$ cat src/rtl/simon_pkg.sv
// Shared Simon game definitions: pattern width, playback FSM states and the
// LED mode codes used by the Simon control FSM.
package simon_pkg;

  localparam int PAT_W = 4;

  typedef enum logic [2:0] {
    IDLE,
    FETCH,
    WAIT_DATA,
    SHOW,
    GAP,
    DONE
  } play_state_t;

  typedef enum logic [1:0] {
    LED_MODE_OFF,
    LED_MODE_PATTERN,
    LED_MODE_ECHO,
    LED_MODE_FAIL
  } led_mode_t;

endpackage

$ cat src/rtl/simon_playback_sequencer_if.sv
// Pattern RAM read port: the sequencer is the master, the RAM the slave.
interface simon_playback_sequencer_if #(
  parameter int ADDR_W = 6,
  parameter int PAT_W  = 4
);

  logic              mem_rd_en;
  logic [ADDR_W-1:0] mem_addr;
  logic [PAT_W-1:0]  mem_rd_data;

  modport master (output mem_rd_en, output mem_addr, input mem_rd_data);
  modport slave  (input mem_rd_en, input mem_addr, output mem_rd_data);

endinterface

$ cat src/rtl/simon_phase_timer.sv
// Loadable down-counter with a zero flag, shared by the SHOW and GAP phases.
module simon_phase_timer #(
  parameter int CNT_W = 24
) (
  input  logic             clk,
  input  logic             rst,
  input  logic             load,
  input  logic [CNT_W-1:0] load_val,
  input  logic             dec,
  output logic             zero
);

  logic [CNT_W-1:0] cnt;

  // Load has priority over decrement; the count saturates at zero.
  always_ff @(posedge clk) begin
    if (rst) begin
      cnt <= '0;
    end else if (load) begin
      cnt <= load_val;
    end else if (dec && (cnt != '0)) begin
      cnt <= cnt - CNT_W'(1);
    end
  end

  assign zero = (cnt == '0);

endmodule

$ cat src/rtl/simon_playback_sequencer.sv
// Simon PLAYBACK phase: reads patterns 0..seq_len-1 from the pattern RAM,
// shows each for HOLD_CYCLES then blanks for GAP_CYCLES, and pulses done.
module simon_playback_sequencer #(
  parameter int          ADDR_W      = 6,
  parameter int          PAT_W       = simon_pkg::PAT_W,
  parameter int unsigned HOLD_CYCLES = 12500000,
  parameter int unsigned GAP_CYCLES  = 2500000,
  parameter int          CNT_W       = 24
) (
  input  logic                        clk,
  input  logic                        rst,
  input  logic                        start,
  input  logic                        abort,
  input  logic [ADDR_W:0]             seq_len,
  simon_playback_sequencer_if.master  mem,
  output logic [PAT_W-1:0]            pattern_leds,
  output logic [ADDR_W-1:0]           step_idx,
  output logic                        busy,
  output logic                        done
);

  import simon_pkg::*;

  localparam logic [CNT_W-1:0] HOLD_LOAD = CNT_W'(HOLD_CYCLES - 1);
  localparam logic [CNT_W-1:0] GAP_LOAD  = CNT_W'(GAP_CYCLES - 1);
  localparam logic [ADDR_W:0]  LEN_ONE   = (ADDR_W+1)'(1);

  play_state_t       state;
  logic [ADDR_W:0]   len;
  logic [ADDR_W-1:0] idx;
  logic              last_step;

  logic              t_load;
  logic [CNT_W-1:0]  t_val;
  logic              t_dec;
  logic              t_zero;

  // Compare at ADDR_W+1 bits so a full-depth length (2**ADDR_W) ends on the
  // top address without idx ever overflowing.
  assign last_step = ({1'b0, idx} == (len - LEN_ONE));
  assign step_idx  = idx;

  // Timer control decoded from state: HOLD loads on data capture, GAP loads
  // as SHOW expires; otherwise count down while in either phase.
  always_comb begin
    t_load = 1'b0;
    t_val  = GAP_LOAD;
    t_dec  = 1'b0;
    if (state == WAIT_DATA) begin
      t_load = 1'b1;
      t_val  = HOLD_LOAD;
    end else if ((state == SHOW) && t_zero) begin
      t_load = 1'b1;
    end else if ((state == SHOW) || (state == GAP)) begin
      t_dec  = 1'b1;
    end
  end

  simon_phase_timer #(
    .CNT_W (CNT_W)
  ) u_timer (
    .clk      (clk),
    .rst      (rst),
    .load     (t_load),
    .load_val (t_val),
    .dec      (t_dec),
    .zero     (t_zero)
  );

  // Playback FSM with registered RAM strobe, LED drive, busy and done.
  always_ff @(posedge clk) begin
    if (rst) begin
      state         <= IDLE;
      len           <= '0;
      idx           <= '0;
      mem.mem_rd_en <= 1'b0;
      mem.mem_addr  <= '0;
      pattern_leds  <= '0;
      busy          <= 1'b0;
      done          <= 1'b0;
    end else if (abort) begin
      state         <= IDLE;
      mem.mem_rd_en <= 1'b0;
      pattern_leds  <= '0;
      busy          <= 1'b0;
      done          <= 1'b0;
    end else begin
      case (state)
        IDLE: begin
          done <= 1'b0;
          if (start) begin
            len  <= seq_len;
            busy <= 1'b1;
            if (seq_len != '0) begin
              idx           <= '0;
              mem.mem_rd_en <= 1'b1;
              mem.mem_addr  <= '0;
              state         <= FETCH;
            end else begin
              done  <= 1'b1;
              state <= DONE;
            end
          end
        end
        FETCH: begin
          mem.mem_rd_en <= 1'b0;
          state         <= WAIT_DATA;
        end
        WAIT_DATA: begin
          pattern_leds <= mem.mem_rd_data;
          state        <= SHOW;
        end
        SHOW: begin
          if (t_zero) begin
            pattern_leds <= '0;
            state        <= GAP;
          end
        end
        GAP: begin
          if (t_zero) begin
            if (last_step) begin
              done  <= 1'b1;
              state <= DONE;
            end else begin
              idx           <= idx + ADDR_W'(1);
              mem.mem_rd_en <= 1'b1;
              mem.mem_addr  <= idx + ADDR_W'(1);
              state         <= FETCH;
            end
          end
        end
        DONE: begin
          done  <= 1'b0;
          busy  <= 1'b0;
          state <= IDLE;
        end
        default: begin
          mem.mem_rd_en <= 1'b0;
          pattern_leds  <= '0;
          busy          <= 1'b0;
          done          <= 1'b0;
          state         <= IDLE;
        end
      endcase
    end
  end

endmodule

$ cat src/flat_wrapper.sv
// flat-port wrapper written by rule: the top's interface ports become plain ports
module simon_playback_sequencer_flat import simon_pkg::*;
#(
  parameter int          ADDR_W      = 6,
  parameter int          PAT_W       = simon_pkg::PAT_W,
  parameter int unsigned HOLD_CYCLES = 12500000,
  parameter int unsigned GAP_CYCLES  = 2500000,
  parameter int          CNT_W       = 24
)
  (clk, rst, start, abort, seq_len, pattern_leds, step_idx, busy, done, mem_mem_rd_en, mem_mem_addr, mem_mem_rd_data);
  simon_playback_sequencer_if #(.ADDR_W(ADDR_W), .PAT_W(PAT_W)) mem_i ();
  input  logic clk;
  input  logic rst;
  input  logic start;
  input  logic abort;
  input  logic [ADDR_W:0] seq_len;
  output logic [PAT_W-1:0] pattern_leds;
  output logic [ADDR_W-1:0] step_idx;
  output logic busy;
  output logic done;
  output wire logic [$bits(mem_i.mem_rd_en)-1:0] mem_mem_rd_en;
  output wire logic [$bits(mem_i.mem_addr)-1:0] mem_mem_addr;
  input wire logic [$bits(mem_i.mem_rd_data)-1:0] mem_mem_rd_data;
  assign mem_mem_rd_en = mem_i.mem_rd_en;
  assign mem_mem_addr = mem_i.mem_addr;
  assign mem_i.mem_rd_data = mem_mem_rd_data;
  simon_playback_sequencer #(.ADDR_W(ADDR_W), .PAT_W(PAT_W), .HOLD_CYCLES(HOLD_CYCLES), .GAP_CYCLES(GAP_CYCLES), .CNT_W(CNT_W)) u_core (.clk(clk), .rst(rst), .start(start), .abort(abort), .seq_len(seq_len), .mem(mem_i), .pattern_leds(pattern_leds), .step_idx(step_idx), .busy(busy), .done(done));
endmodule
$ cat config.mk
export PLATFORM = sky130hd
export DESIGN_NAME = simon_playback_sequencer_flat
export DESIGN_NICKNAME = d
export VERILOG_FILES = /design/src/rtl/simon_pkg.sv /design/src/rtl/simon_playback_sequencer_if.sv /design/src/rtl/simon_phase_timer.sv /design/src/rtl/simon_playback_sequencer.sv /design/src/flat_wrapper.sv
export SDC_FILE = /design/constraint.sdc
export NUM_CORES = 1
export LEC_CHECK = 0
export BUFFER_PORTS_ARGS = -buffer_cell sky130_fd_sc_hd__buf_4
export CORE_UTILIZATION = 42
export CTS_CLUSTER_DIAMETER = 50
export DETAILED_ROUTE_END_ITERATION = 10
export PLACE_DENSITY_LB_ADDON = 0.25
export REMOVE_ABC_BUFFERS = 1
export SYNTH_ARGS = -nofsm -noshare
export SYNTH_HDL_FRONTEND = slang
export SYNTH_SLANG_ARGS = --single-unit
$ cat constraint.sdc
create_clock -name clk -period 2.5 [get_ports clk]
set_clock_uncertainty 0.05 [all_clocks]
set_input_delay 0.375 -clock clk [delete_from_list [all_inputs] [get_ports clk]]
set_output_delay 0.375 -clock clk [all_outputs]
set_load 0.1 [all_outputs]
==> impl_metrics.csv <==
group,metric,value,unit
critical_path,critPathMaxStageDelay,0.54,ns
cts,clock-sinks,47,
synthesis,syn_area,2640,µm²
route,drt_wl_total,7.13,mm
power_and_ir_drop,switching_share,31.0,%
cts,root_buffer,"clkbuf_8",
floorplanning,ios,34,
layout,final_common_cell,"buf_4",
sta,rsz0062_at_grt,"no",
route,drt_pass1_iterations,4,
route,ant_nets,0,
sta,holdWs,0.277,ns
synthesis,yosysWarnings,0,
floorplanning,die_area,6610,µm²
global_route,overflow,0,
cts,clk_pin_slew,0.09,ns
critical_path,crit_arrival,2.61,ns
worst_hold_path,min-delay-path-class,"in2reg",
global_route,grt_use_total,23.0,%
power_and_ir_drop,p_clk_share,27.2,%
route,routedWlPerCell,15.3,µm
layout,antenna_cells,0,
placement,port-buffer-count,33,
cts,clkLatencyLatePin,0.30,ns
power_and_ir_drop,cellPowerDensity,502,nW/µm²
critical_path,crit_chain,"or4_4, or3_4, nor3_4, o21ai_4, or4_4, a21oi_2",
cts,cts_buffers,5,
critical_path,slowest_stage,"or4_4",
global_route,grt_pass1_vias,2445,
layout,syn2layout_area_growth,25.4,%
cts,h-tree-depth,2,
critical_path,rr_worst_depth,6,
power_and_ir_drop,p_comb_share,25.3,%
layout,final_cells,467,
floorplanning,start_util,44.1,%
placement,postPlaceCellArea,3170,µm²
power_and_ir_drop,power_switching,0.515,mW
critical_path,critical_path_class,"reg2reg",
critical_path,cp.required,2.69,ns
synthesis,synthCells,328,
global_route,grt_pass1_wl,11.6,mm
synthesis,async_flop_share,0,%
power_and_ir_drop,p_leak,1.36,nW
critical_path,r2r_slack,0.08,ns
cts,tritoncts,"built",
sta,fmax,413,MHz
sta,setup_viol,0,
placement,place_ws,0.0392,ns
worst_hold_path,min-delay-start,"mem_mem_rd_data[3]",
route,viasPerCell,5.72,
route,drc,0,
global_route,grt_max_degree,30,
critical_path,reg2reg_from,"u_core.u_timer.cnt[7]",
floorplanning,die_w,81.3,µm
route,vias,2669,
layout,n_fill_cell,547,
route,drtIter0Drc,211,
critical_path,worstSetupEndpointType,"flip-flop",
job,maxCapViolCount,0,
floorplanning,core_area,5990,µm²
synthesis,syn_area_per_cell,8.05,µm²
global_route,antenna_found_initial,0,
critical_path,cp-start-kind,"flip-flop",
synthesis,synth_edf_count,0,
sta,worst_slack,0.0760,ns
critical_path,path_max_fanout,5,
sta,tightest_slew,0.573,ns
sta,period_share,97.0,%
synthesis,synthFlopType,"dfxtp_1",
sta,maxSlewHeadroom,61.5,%
synthesis,ys_ff_latch,47,
sta,drv_slew,0,
placement,place_hpwl,5.24,mm
critical_path,cp_common_cell,"or4_4",
power_and_ir_drop,ir_drop,0.324,mV
critical_path,rr_endpoint,"u_core.mem.mem_addr[2]",
sta,fin_crit,2.42,ns
layout,drive_above_1_share,25.3,%
floorplanning,die_h,81.3,µm
layout,final_cell_mix,"buf_4, dfxtp_1, a21oi_1",
power_and_ir_drop,p_seq_share,47.5,%
cts,cts_buffer_depth,2,
worst_hold_path,holdPathEnd,"u_core.pattern_leds[3]",
synthesis,ys_types,55,
layout,fin_area,3310,µm²
placement,dp.cells,456,
synthesis,yosysSeqAreaShare,35.6,%
layout,nets,410,
sta,hold_viol,0,
power_and_ir_drop,internal_power,1.15,mW
placement,place.gp.congestion,0.892,
worst_hold_path,hold_depth,3,
floorplanning,rows,28,
outcome,outcome,"completed",
## worst max path at each step
stage,to,startpoint,slack [ns]
detailed placement,u_core.mem.mem_addr[2],u_core.u_timer.cnt[5],0.04
floorplan,u_core.mem.mem_addr[2],u_core.mem.mem_addr[4],-0.91
finish,u_core.mem.mem_addr[2],u_core.u_timer.cnt[7],0.08
global placement,u_core.mem.mem_addr[4],seq_len[2],0.11
global route,u_core.mem.mem_addr[2],u_core.u_timer.cnt[7],0.003
CTS,u_core.mem.mem_addr[2],u_core.u_timer.cnt[5],0.01
## cell usage after synthesis, types with 2 or more instances
cell type,number,area [µm²]
dfxtp_1,47,941
a21oi_1,36,180
nor2_1,31,116
nand2_1,30,113
nand3_1,13,65.1
nor3_1,13,65.1
clkbuf_1,12,45.0
xnor2_1,12,105
o21ai_0,11,55.1
xor2_1,11,96.3
inv_1,10,37.5
nor4_1,9,56.3
or4_1,7,52.6
a22oi_1,6,45.0
buf_4,6,45.0
or3_1,6,37.5
o21a_1,5,37.5
ha_1,4,50.1
a211o_1,3,26.3
a211oi_1,3,22.5
and3_1,3,18.8
nand3b_1,3,22.5
nor2b_1,3,18.8
o311a_1,3,30.0
a311oi_1,2,17.5
and4_1,2,17.5
nand2b_1,2,12.5
nand4_1,2,12.5
nor4_2,2,25.0
o2111ai_1,2,17.5
o21ai_2,2,17.5
o221a_2,2,22.5
o31ai_1,2,15.0
or2_2,2,12.5
## state kept, by name, summed over array words and instances, names as in the netlist
register / count
u_core.len: 7
u_core.mem.mem_rd_en: 1
u_core.u_timer.cnt: 24
u_core.pattern_leds: 4
u_core.state: 3
u_core.done: 1
u_core.busy: 1
u_core.mem.mem_addr: 6
## power by group through the flow
stage	combinational, mW	sequential, mW	clock [mW]
2_1_floorplan	0.210	0.820	0
3_3_place_gp	0.398	0.806	0
3_5_place_dp	0.404	0.806	0
4_1_cts	0.407	0.788	0.467
5_1_grt	0.462	0.792	0.497
6_report	0.421	0.789	0.452
## cell type report
type                       count  area [µm²]  share of cell area [%]
clock buffer                   7        76.3                    2.31
clock inverter                 1        5.00                   0.151
inverter                      10        37.5                    1.13
multi-input combinational    253        1600                    48.4
sequential                    47         941                    28.4
tap                           75        93.8                    2.84
timing repair buffer          74         556                    16.8
## metrics by stage
| step | util [%] | setup TNS (ns) | total power, mW |
|---|---|---|---|
| after floorplan | - | -6.63 | 1.03 |
| after global placement | 53.0 | 0 | 1.20 |
| after detailed placement | 53.0 | 0 | 1.21 |
| after CTS | 54.3 | 0 | 1.66 |
| after global routing | 55.2 | 0 | 1.75 |
| final | 55.2 | 0 | 1.66 |
## routing by layer
layer,global-route usage [%],wire length (µm),vias to the layer above,part of all wire [%]
li1,-,-,1328,-
met1,29.5,3280,1273,46
met2,38.4,3500,62,49
met3,4.04,270,6,3.8
met4,7.86,76,0,1.1
met5,0,0,-,0
## critical path, delay by kind of cell (launching register included)
kind               cells  cell delay (ns)
AOI/OAI and AO/OA      2             0.24
DFF                    1             0.33
and+or+nand+nor        4             1.74
## cell families after synthesis
| group | synth area share (%) |
|---|---|
| and+or+nand+nor | 27.0 |
| AOI/OAI and AO/OA | 22.2 |
| DFF | 35.6 |
| buffers and inverters | 5.26 |
| xor gates and xnor gates | 7.63 |
| adders and majority gates | 1.90 |
| muxes | 0.379 |
## what timing repair did
action,in CTS,in global routing
setup endpoints to repair,0,6
buffers inserted,0,2
hold buffers,0,0
gates resized for setup,0,7
No activity file was read; power rests on OpenSTA's default activity.
